$ cat config.mk
export PLATFORM = sky130hd
export DESIGN_NAME = sum_sequencer
export DESIGN_NICKNAME = d
export VERILOG_FILES = /design/src/rtl/sum_pkg.sv /design/src/rtl/sum_digit_acc.sv /design/src/rtl/sum_sequencer.sv
export SDC_FILE = /design/constraint.sdc
export NUM_CORES = 1
export LEC_CHECK = 0
export CAP_MARGIN = 0
export CORE_MARGIN = 5
export CORE_UTILIZATION = 55
export DETAILED_ROUTE_END_ITERATION = 6
export PLACE_DENSITY = 0.93
export SLEW_MARGIN = 20
export SYNTH_ARGS = -nofsm -noshare
export SYNTH_HDL_FRONTEND = slang
export SYNTH_SLANG_ARGS = --single-unit
$ cat constraint.sdc
create_clock -name clk -period 5.82 [get_ports clk]
set_clock_uncertainty 0.15 [all_clocks]
set_input_delay 1.164 -clock clk [delete_from_list [all_inputs] [get_ports clk]]
set_output_delay 1.164 -clock clk [all_outputs]
set_load 0.05 [all_outputs]
$ cat src/rtl/sum_pkg.sv
// Shared types and constants for the sum sequencer: FSM states, key codes, datapath widths.
package sum_pkg;

    localparam int OPERAND_W = 12;
    localparam int RESULT_W  = 16;
    localparam int KEY_W     = 4;

    localparam int unsigned OPERAND_MAX = 999;

    localparam logic [KEY_W-1:0] KEY_NEXT = 4'hA;
    localparam logic [KEY_W-1:0] KEY_CLR  = 4'hB;

    typedef enum logic [2:0] {
        ST_ENTER_A,
        ST_ENTER_B,
        ST_ADD,
        ST_LATCH,
        ST_CONV,
        ST_WAIT,
        ST_SHOW
    } state_e;

    function automatic logic is_digit(input logic [KEY_W-1:0] code);
        return code <= 4'd9;
    endfunction

endpackage

$ cat src/rtl/sum_digit_acc.sv
// One decimal operand accumulator: shifts in digits as value*10+d, bounded by a digit count and by 999.
module sum_digit_acc
    import sum_pkg::*;
#(
    parameter int MAX_DIGITS = 3
) (
    input  logic                 clk_i,
    input  logic                 rst_ni,
    input  logic                 clr_i,
    input  logic                 set_i,
    input  logic                 push_i,
    input  logic [KEY_W-1:0]     digit_i,
    output logic [OPERAND_W-1:0] value_o
);

    localparam int CNT_W  = (MAX_DIGITS < 1) ? 1 : $clog2(MAX_DIGITS + 1);
    localparam int WIDE_W = OPERAND_W + 4;

    logic [OPERAND_W-1:0] value_q, value_d;
    logic [CNT_W-1:0]     count_q, count_d;
    logic [WIDE_W-1:0]    shifted;
    logic                 has_room;
    logic                 fits;

    // value*10 as (value<<3)+(value<<1), evaluated wide so the 999 bound can be checked
    assign shifted  = ({4'd0, value_q} << 3) + ({4'd0, value_q} << 1) + WIDE_W'(digit_i);
    assign has_room = count_q < CNT_W'(MAX_DIGITS);
    assign fits     = shifted <= WIDE_W'(OPERAND_MAX);

    always_comb begin
        value_d = value_q;
        count_d = count_q;
        if (set_i) begin
            value_d = OPERAND_W'(digit_i);
            count_d = CNT_W'(1);
        end else if (clr_i) begin
            value_d = '0;
            count_d = '0;
        end else if (push_i && has_room && fits) begin
            value_d = shifted[OPERAND_W-1:0];
            count_d = count_q + CNT_W'(1);
        end
    end

    always_ff @(posedge clk_i or negedge rst_ni) begin
        if (!rst_ni) begin
            value_q <= '0;
            count_q <= '0;
        end else begin
            value_q <= value_d;
            count_q <= count_d;
        end
    end

    assign value_o = value_q;

endmodule

$ cat src/rtl/sum_sequencer.sv
// Keypad-driven two-operand sum sequencer: enter operands, add, latch, convert, display.
// Optional conversion watchdog enabled by defining SEQ_TIMEOUT_EN.
module sum_sequencer
    import sum_pkg::*;
#(
    parameter int MAX_DIGITS   = 3,
    parameter int CONV_TIMEOUT = 255
) (
    input  logic                 clk,
    input  logic                 rst,
    input  logic                 key_valid,
    input  logic [KEY_W-1:0]     key_code,
    input  logic                 suma_btn,
    input  logic [RESULT_W-1:0]  resultado,
    input  logic                 conv_listo,
    output logic [OPERAND_W-1:0] num1,
    output logic [OPERAND_W-1:0] num2,
    output logic                 add_en,
    output logic [RESULT_W-1:0]  conv_value,
    output logic                 conv_start,
    output logic                 disp_load,
    output logic                 busy,
    output logic                 err
);

    state_e                state_q, state_d;
    logic                  btn_prev_q;
    logic [RESULT_W-1:0]   conv_value_q;
    logic                  disp_load_q, disp_load_d;

    logic sum_edge, in_entry, key_live;
    logic key_digit, key_next, key_clr;
    logic timeout;
    logic a_clr, a_set, a_push, b_clr, b_push;

    assign sum_edge  = suma_btn & ~btn_prev_q;
    assign in_entry  = (state_q == ST_ENTER_A) || (state_q == ST_ENTER_B) || (state_q == ST_SHOW);
    // A coincident sum edge takes priority, so the key is dropped
    assign key_live  = in_entry & ~sum_edge;
    assign key_digit = key_valid & is_digit(key_code);
    assign key_next  = key_valid & (key_code == KEY_NEXT);
    assign key_clr   = key_valid & (key_code == KEY_CLR);

    always_ff @(posedge clk or negedge rst) begin
        if (!rst) begin
            state_q <= ST_ENTER_A;
        end else begin
            state_q <= state_d;
        end
    end

    always_comb begin
        state_d = state_q;
        case (state_q)
            ST_ENTER_A: begin
                if (in_entry && sum_edge)       state_d = ST_ADD;
                else if (key_live && key_clr)   state_d = ST_ENTER_A;
                else if (key_live && key_next)  state_d = ST_ENTER_B;
            end
            ST_ENTER_B: begin
                if (in_entry && sum_edge)       state_d = ST_ADD;
                else if (key_live && key_clr)   state_d = ST_ENTER_A;
            end
            ST_ADD:   state_d = ST_LATCH;
            ST_LATCH: state_d = ST_CONV;
            ST_CONV:  state_d = ST_WAIT;
            ST_WAIT: begin
                if (conv_listo)                 state_d = ST_SHOW;
                else if (timeout)               state_d = ST_ENTER_A;
            end
            ST_SHOW: begin
                if (in_entry && sum_edge)                   state_d = ST_ADD;
                else if (key_live && (key_clr || key_digit)) state_d = ST_ENTER_A;
            end
            default:  state_d = ST_ENTER_A;
        endcase
    end

    always_comb begin
        add_en      = (state_q == ST_ADD);
        conv_start  = (state_q == ST_CONV);
        busy        = (state_q == ST_ADD) || (state_q == ST_LATCH) ||
                      (state_q == ST_CONV) || (state_q == ST_WAIT);
        disp_load_d = (state_q == ST_WAIT) && conv_listo;

        a_clr  = key_live && key_clr;
        a_set  = key_live && key_digit && (state_q == ST_SHOW);
        a_push = key_live && key_digit && (state_q == ST_ENTER_A);
        b_clr  = key_live && (key_clr ||
                              (key_next  && (state_q == ST_ENTER_A)) ||
                              (key_digit && (state_q == ST_SHOW)));
        b_push = key_live && key_digit && (state_q == ST_ENTER_B);
    end

    always_ff @(posedge clk or negedge rst) begin
        if (!rst) begin
            btn_prev_q   <= 1'b0;
            conv_value_q <= '0;
            disp_load_q  <= 1'b0;
        end else begin
            btn_prev_q  <= suma_btn;
            disp_load_q <= disp_load_d;
            if (state_q == ST_LATCH) begin
                conv_value_q <= resultado;
            end
        end
    end

`ifdef SEQ_TIMEOUT_EN
    localparam int TO_W = (CONV_TIMEOUT < 2) ? 1 : $clog2(CONV_TIMEOUT + 1);

    logic [TO_W-1:0] wait_cnt_q;
    logic            err_q;

    // Fires on the CONV_TIMEOUT-th consecutive WAIT cycle without conv_listo
    assign timeout = (state_q == ST_WAIT) && !conv_listo &&
                     (wait_cnt_q == TO_W'(CONV_TIMEOUT - 1));

    always_ff @(posedge clk or negedge rst) begin
        if (!rst) begin
            wait_cnt_q <= '0;
            err_q      <= 1'b0;
        end else begin
            wait_cnt_q <= (state_q == ST_WAIT) ? wait_cnt_q + TO_W'(1) : '0;
            if (timeout) begin
                err_q <= 1'b1;
            end else if (key_live && key_clr) begin
                err_q <= 1'b0;
            end
        end
    end

    assign err = err_q;
`else
    assign timeout = 1'b0;
    assign err     = 1'b0;
`endif

    sum_digit_acc #(
        .MAX_DIGITS (MAX_DIGITS)
    ) u_acc_a (
        .clk_i   (clk),
        .rst_ni  (rst),
        .clr_i   (a_clr),
        .set_i   (a_set),
        .push_i  (a_push),
        .digit_i (key_code),
        .value_o (num1)
    );

    sum_digit_acc #(
        .MAX_DIGITS (MAX_DIGITS)
    ) u_acc_b (
        .clk_i   (clk),
        .rst_ni  (rst),
        .clr_i   (b_clr),
        .set_i   (1'b0),
        .push_i  (b_push),
        .digit_i (key_code),
        .value_o (num2)
    );

    assign conv_value = conv_value_q;
    assign disp_load  = disp_load_q;

endmodule

Word-level counts from Yosys, hierarchy flattened:

Cells that the tools add are included.

* flip-flop bits (word level): 49
* latch bits: 0
* bits in writable memories: 0
* bits in read-only memories: 0
* input port bits: 25
* output and inout port bits: 45
* logic and storage cells: 85
* memories: 0

* add/sub/neg operators: 6
* $mul: 0
* div/mod/pow operators: 0
* order comparisons: 5
* eq/ne operators: 12
* shifts and indexed selects: 0
* multiplexer cells: 19
* bitwise logic cells: 7
* reduce and logical (&&, ||, !) cells: 28

Operators by type and width (count)
* 12-bit 2-to-1 mux: 5
* 15-bit by 13-bit adder with 16-bit output: 2
* 16-bit by 4-bit adder with 16-bit output: 2
* 16-bit by 10-bit <= comparator with 1-bit output (second input constant): 2
* 3-bit 2-to-1 mux: 8
* 3-bit one-hot mux with 7 select lines: 1
* 1-bit logical AND: 16
* 2-bit 2-to-1 mux: 5
* 3-bit == test (second input constant): 3
* 4-bit == test (second input constant): 2
* 1-bit logical OR: 8
* 3-bit by 2-bit == test with 1-bit output (second input constant): 2
* 1-bit bitwise AND: 5
* 2-bit by 1-bit adder with 2-bit output (second input constant): 2
* 4-bit <= comparator (second input constant): 1
* 2-bit less-than comparator (second input constant): 2
* 4-bit by 2-bit inequality test with 1-bit output (second input constant): 1
* 4-bit AND reduction: 1
* 3-bit by 1-bit == test with 1-bit output (second input constant): 1
* 3-bit logical NOT: 1
* 3-bit by 2-bit inequality test with 1-bit output (second input constant): 1
* 3-bit inequality test (second input constant): 1
* 3-bit nonzero test: 1
* 2-bit inequality test (second input constant): 1
* other kinds (2): 3

Longest topological paths before layout:

Gate-level depths: netlist of run 1.

* depth after elaboration: 11
* depth in mapped cells: 14
* mapped depth without buffers: 12

By module:

From an unflattened synthesis of run 1, not the netlist that was laid out.

* cell total of the unflattened synthesis: 423
* area total of the unflattened synthesis: 4030.1 um^2

Modules (own cells, without submodules)
* sum_digit_acc (u_acc_a): instances 1, cells each 175, area each 1483.9 um^2, sequential area each 350.3 um^2
* sum_digit_acc (u_acc_b): instances 1, cells each 164, area each 1466.4 um^2, sequential area each 350.3 um^2
* sum_sequencer: instances 1, cells each 84, area each 1079.8 um^2, sequential area each 525.5 um^2

Worst setup path before layout of run 1:

Ideal clock, no wire load.

* kind: input-to-reg
* start point: input port key_code[3]
* end point: register u_acc_a.value_q[1], in the netlist u_acc_a.value_o[1]
* library setup time: 121 ps
* data arrival time: 4101 ps
* data required time: 5549 ps
* slack: 1448 ps
* stages: 12
* path buffers: 1
* cell sequence: inv_1 > fa_1 > fa_1 > and2b_1 > o2111ai_1 > a31oi_1 > a31o_2 > o311ai_1 > a2111o_1 > buf_6 > mux2_4 > a22o_1

* cells in the longest elaborated chain, start to end: 7
* elaborated cells on any way between the ends: 15
* classes of those cells: 1 x add/sub; 2 x order compare; 1 x eq/ne; 2 x mux; 2 x bitwise; 7 x reduce/logical

RTL lines
* start, declared: RTL line sum_sequencer.sv:12 `input logic [KEY_W-1:0] key_code,`
* branches (longest 7 deep; another with 16-bit by 4-bit adder with 16-bit output)
* end signal, assigned: RTL line sum_digit_acc.sv:50 `value_q <= value_d;`
* end, declared: RTL line sum_digit_acc.sv:19 `logic [OPERAND_W-1:0] value_q, value_d;`

Parallel ways; which one is timed is not known.
A chain may end at the register's enable or synchronous reset.

Final worst setup path of run 1:

* start point: input port key_code[3]
* end point: register u_acc_a.value_q[2], in the netlist u_acc_a.value_o[2]

The elaborated chain is that of the path after synthesis.

==> results of run 1 <==
==> per-layer routing <==
metal | global-route usage (%) | part of all wire (%) | vias to the layer above
met2 | 38.4 | 49 | 168
met1 | 28.9 | 41 | 1636
met3 | 5.31 | 7.9 | 27
li1 | - | - | 1595
met5 | 0 | 0 | -
met4 | 5.98 | 2.5 | 0
==> cell usage in the layout (no fill, tap or decap), types with 3 or more instances in the layout <==
cell type        instances
nand2_1                 19
a21o_1                   6
inv_1                   25
nand3_1                 21
mux2i_1                  5
fa_1                     4
nor3_1                   9
buf_4                    3
ha_1                    48
nor2b_1                 11
o2111ai_1                3
nand4_1                  3
a21oi_1                 16
and3_1                   5
nor2_1                  14
nand2b_1                 5
o21a_1                   7
a211oi_1                 6
xor2_1                   5
a31oi_1                  5
and2_1                   4
mux2_2                  21
a22o_1                   3
nor4_1                   6
clkdlybuf4s50_1         67
o21ai_0                 32
clkbuf_8                 6
xnor2_1                  6
dfrtp_1                 49
==> worst min path at each step <==
stage,startpoint,endpoint,depth (start not counted)
final,u_acc_b.count_q[0],u_acc_b.count_q[0],1
after CTS,u_acc_b.count_q[0],u_acc_b.count_q[0],1
after detailed placement,u_acc_b.count_q[0],u_acc_b.count_q[0],1
after global placement,u_acc_b.count_q[0],u_acc_b.count_q[0],1
after global routing,u_acc_b.count_q[0],u_acc_b.count_q[0],1
after floorplan,u_acc_b.count_q[0],u_acc_b.count_q[0],1
==> area by class of cell <==
type	count	area, µm²	area share, %
multi-input cells	308	2400	51.9
flip-flops and latches	49	1230	26.5
repair buffers	70	693	15.0
well taps	80	100	2.16
inverters	25	93.8	2.03
clock buffers	7	86.3	1.86
clock inverters	1	30.0	0.648
==> cells by family after synthesis <==
kind of cell,count (synthesis)
flip-flops,49
XOR/XNOR,11
AO/OA/AOI/OAI,108
adder cells (fa/ha/maj),52
multiplexers,28
AND/OR/NAND/NOR,108
buffers and inverters,39
other,1
==> power by group <==
part / total (mW) / internal, mW / leakage [nW] / switching, mW
sequential: 0.615 / 0.472 / 0.621 / 0.143
clock: 0.251 / 0.140 / 0.0585 / 0.111
combinational: 1.67 / 0.648 / 1.48 / 1.03
==> state kept, by name (all words and copies together) (netlist names) <==
name             flops
btn_prev_q           1
conv_value          16
disp_load            1
state_q              3
u_acc_a.count_q      2
u_acc_a.value_o     12
u_acc_b.count_q      2
u_acc_b.value_o     12
==> through the flow <==
stage               std cells  area (µm²)  setup WS [ns]
finish                    540        4630          0.651
global route              540        4630          0.386
CTS                       540        4630          0.677
detailed placement        532        4510          0.373
global placement          532        4510          0.539
floorplan                 396        3790           1.45
==> worst reg2reg max path, cell delays in order, from the launching register on <==
cell and delay, ns:
dfrtp_1 0.41, inv_1 0.10, fa_1 0.52, fa_1 0.48, and2b_1 0.25, o2111ai_1 0.18
a311oi_1 0.45, o21a_1 0.16, o22ai_1 0.07, a2111o_1 0.63, mux2_4 0.40, a22o_1 0.20
==> metrics.cfg, run 1 <==
[run_status]
outcome = finished clean

[timing]
tns_ns = 0
rsz0062_at_grt = no
worstMarginPinSlew_ns = 0.970
finalSetupViolations = 0
fmax_mhz = 193
hold_ws_ns = 0.342
fin_crit_sh_pct = 88.8
hold_viol = 0
final.min_clock_period_ns = 5.17
slew_violations = 0
max_slew_margin_pct = 34.8

[yosys]
synthMuxAreaShare_pct = 8.36
synth_top_family_by_area = compound AO/OA/AOI/OAI gates
synth.distinct_cells = 65
synthArstFlopShare_pct = 100
synth_area_leaders = dfrtp_1, ha_1, mux2_2, o21ai_0, nand3_1
synthAdderAreaFrac_pct = 18.0
synth_area_um2 = 3790
syn_inst = 396
synth_top_area_share_pct = 32.4
syn_area_per_cell_um2 = 9.57
synth_xor_area_share_pct = 2.54
yosys_warnings = 0
synth_fp_nets = 473
yosys.area.top_type = dfrtp_1
synth_compound_area_share_pct = 19.4
synth_most_common_cell = dfrtp_1
ys_seq_elements = 49
synth-seq-area-share_pct = 32.4
synth_top_flop_cell = dfrtp_1
synth_simple_gate_area_share_pct = 15.1
synth-edff-count = 0
ys_top_cells_by_count = dfrtp_1, ha_1, o21ai_0

[worst_setup_path]
cpMostUsedCell = fa_1
reg2regPathDepth = 11
cp.arrival_ns = 5.22
cp-start-kind = input pin
worstPathRequired_ns = 5.87
r2r-end = u_acc_a.value_o[2]
slowest_stage = a2111o_1
reg2reg_slack_ns = 1.71
crit_start = key_code[3]
crit_path_max_incr_delay_ns = 0.63
r2r_start = u_acc_a.value_o[0]
cp_cell_sequence = clkdlybuf4s50_1 > inv_1 > fa_1 > fa_1 > and2b_1 > o2111ai_1 > a311oi_1 > o21a_1 > o22ai_1 > a2111o_1 > mux2_4 > a22o_1
setup.worst_path.end = u_acc_a.value_o[2]
critical-path-top-delay-family = compound AO/OA/AOI/OAI gates
cp-end-kind = flop
worstSetupPathType = in2reg
critical_path_buf_inv_count = 2
critical_path_depth = 12
path_max_fanout = 19

[global_route]
grt_max_degree = 50
grt_pass1_vias = 3416
overflow = 0
antenna_found_initial = 0
grt_usage_pct = 22.6
grt_pass1_wl_mm = 16.0

[floorplan]
die_y_um = 93.0
start_util_pct = 56.1
ios = 70
floorplan.die_area_um2 = 8650
row_count = 30
dieWidth_um = 93.0
core_um2 = 6760

[drt]
viasPerCell = 6.34
num_vias = 3426
drc = 0
routed_wl_mm = 9.60
routedWlPerCell_um = 17.8
first_pass_iters = 7
antenna_left = 0
initialDrtViolationCount = 257

[power_and_ir_drop]
power.leakage_nw = 2.16
power_mw = 2.54
power_density_nw_per_um2 = 548
ir_drop_mv = 0.440

[finish]
n_fill_cell = 492
antenna_cells = 0
area_delta_synth_final_pct = 22.3
nets = 536
postLayoutCoreUtil_pct = 68.6
drive_gt1_share_pct = 8.26

[worst_hold_path]
hold_path_class = reg2reg

[clock_tree]
ctsHoldBuffers = 0
cts_root_buffer = clkbuf_8
cts_setup_buffers = 0
numCtsBuffers = 5
clock_latency_ns = 0.31
htreeDepth = 2
cts_tree = yes
post_cts_resized = 0
clk_path_buf_depth = 2
cts_num_sinks = 49
clk_pin_slew_worst_paths_ns = 0.09

[run]
maxCapViolations = 0

[place]
io_buffers = 68
dp_hpwl_mm = 7.50
gp_congestion = 0.927

Power figures use the tool's default switching activity.
==> run 2, diff against run 1 <==
--- a/config.mk
+++ b/config.mk
@@ -9,6 +9,7 @@
 export CORE_MARGIN = 5
 export CORE_UTILIZATION = 55
 export DETAILED_ROUTE_END_ITERATION = 6
+export MAX_ROUTING_LAYER = met4
 export PLACE_DENSITY = 0.93
 export SLEW_MARGIN = 20
 export SYNTH_ARGS = -nofsm -noshare
==> run 2 against run 1 <==
Effect of this change:
- setup slack worse by 0.0024 ns
- worst hold slack better by 0.013 ns
- routed wire length stayed put
- via count is 0.20% higher
==> metrics.cfg, run 2 (synthesis results as in run 1) <==
[drt]
first_pass_iters = 5
routed_wl_mm = 9.60
viasPerCell = 6.36
initialDrtViolationCount = 271
antenna_left = 0
num_vias = 3433
routedWlPerCell_um = 17.8
drc = 0

[timing]
fmax_mhz = 193
finalSetupViolations = 0
slew_violations = 0
final.min_clock_period_ns = 5.17
tns_ns = 0
max_slew_margin_pct = 37.3
fin_crit_sh_pct = 88.9
worstMarginPinSlew_ns = 0.932
hold_viol = 0
rsz0062_at_grt = no

[power_and_ir_drop]
ir_drop_mv = 0.561
p_clk_share_pct = 11.0
power.leakage_nw = 2.17
power_frac_seq_pct = 23.9
p_switching_mw = 1.28
swShare_pct = 49.8
intPower_mw = 1.29
power_density_nw_per_um2 = 554
p_comb_share_pct = 65.1

[run_status]
outcome = finished clean

[clock_tree]
clk_path_buf_depth = 2
cts_tree = yes
cts_num_sinks = 49
cts_root_buffer = clkbuf_8
numCtsBuffers = 5
post_cts_resized = 0
cts_setup_buffers = 0
ctsHoldBuffers = 0
htreeDepth = 2
clk_pin_slew_worst_paths_ns = 0.08
clock_latency_ns = 0.30

[worst_hold_path]
hold_depth = 1
hold_path_class = reg2reg

[finish]
antenna_cells = 0
seqCellArea_um2 = 1230
most-common-layout-cells = clkdlybuf4s50_1, dfrtp_1, ha_1
stdcell_count = 540
nets = 536
area_delta_synth_final_pct = 22.7
drive_gt1_share_pct = 8.48
n_fill_cell = 472
largest_reg_flops = 16
multi_input_area_um2 = 2400
final_common_cell = clkdlybuf4s50_1

[place]
io_buffers = 68
gp_congestion = 0.944
dp_hpwl_mm = 7.20
post-place-cells = 532

[global_route]
overflow = 0
grt_usage_pct = 22.8
grt_pass1_vias = 3381
grt_pass1_wl_mm = 15.8
antenna_found_initial = 0
grt_max_degree = 50

[floorplan]
core_um2 = 6760
ios = 70
dieWidth_um = 93.0
die_y_um = 93.0
start_util_pct = 56.1
floorplan.die_area_um2 = 8650
row_count = 30

[worst_setup_path]
cp-start-kind = input pin
cp.arrival_ns = 5.21
path_max_fanout = 19
reg2regPathDepth = 11
worstPathRequired_ns = 5.86
cp-end-kind = flop
worstSetupPathType = in2reg

[run]
maxCapViolations = 0

-- run 2: cell count changes in the layout (fill, tap and decap cells not counted), sizes merged --
cell	change
clkbuf	-2
clkinv	+1
bufinv	+1
-- run 2: worst paths after layout --
kind / slack [ns] / end / start
min in group asynchronous: 0.72 / conv_value[2] / rst
worst max register to register: 1.75 / u_acc_a.value_o[2] / u_acc_a.value_o[2]
max in group asynchronous: 4.39 / u_acc_b.value_o[9] / rst
worst min-delay path: 0.35 / u_acc_b.count_q[0] / u_acc_b.count_q[0]
worst min register to register: 0.35 / u_acc_b.count_q[0] / u_acc_b.count_q[0]
worst max-delay path: 0.65 / u_acc_a.value_o[2] / key_code[3]
-- run 2: cell type report --
cell class                 instances  area share (%)
clock buffer                       5            1.48
clock inverter                     3            1.40
inverter                          25            2.02
multi-input combinational        308            51.7
sequential                        49            26.4
tap                               80            2.15
timing repair buffer              70            14.9
-- run 2: power groups by stage --
stage | sequential [mW] | combinational [mW] | clock [mW]
detailed placement | 0.617 | 1.64 | 0
floorplan | 0.946 | 0.832 | 0
CTS | 0.612 | 1.67 | 0.287
global placement | 0.607 | 1.60 | 0
finish | 0.616 | 1.68 | 0.283
global route | 0.634 | 1.80 | 0.303
-- run 2: critical path: stages --
cell and delay [ns]:
clkdlybuf4s50_1 0.58, inv_1 0.13, fa_1 0.54, fa_1 0.46, and2b_1 0.25, o2111ai_1 0.20
a311oi_1 0.43, o21a_1 0.16, o22ai_1 0.07, a2111o_1 0.64, mux2_4 0.39, a22o_1 0.19
-- run 2: per-layer routing --
layer	GRT usage [%]	share of wire [%]	up-vias
met1	29.8	44	1637
met4	6.11	1.9	0
met2	37.0	48	170
li1	-	-	1599
met5	-	0	-
met3	3.78	6.6	27
-- run 2: stage by stage --
step	hold WS, ns	utilization, %	area (µm²)	total power, mW	setup WS (ns)
after floorplan	0.307	-	3790	1.78	1.45
after global routing	0.374	68.8	4650	2.74	0.478
after CTS	0.351	68.8	4650	2.57	0.681
after global placement	0.320	66.8	4510	2.20	0.541
after detailed placement	0.337	66.8	4510	2.26	0.398
final	0.354	68.8	4650	2.58	0.648
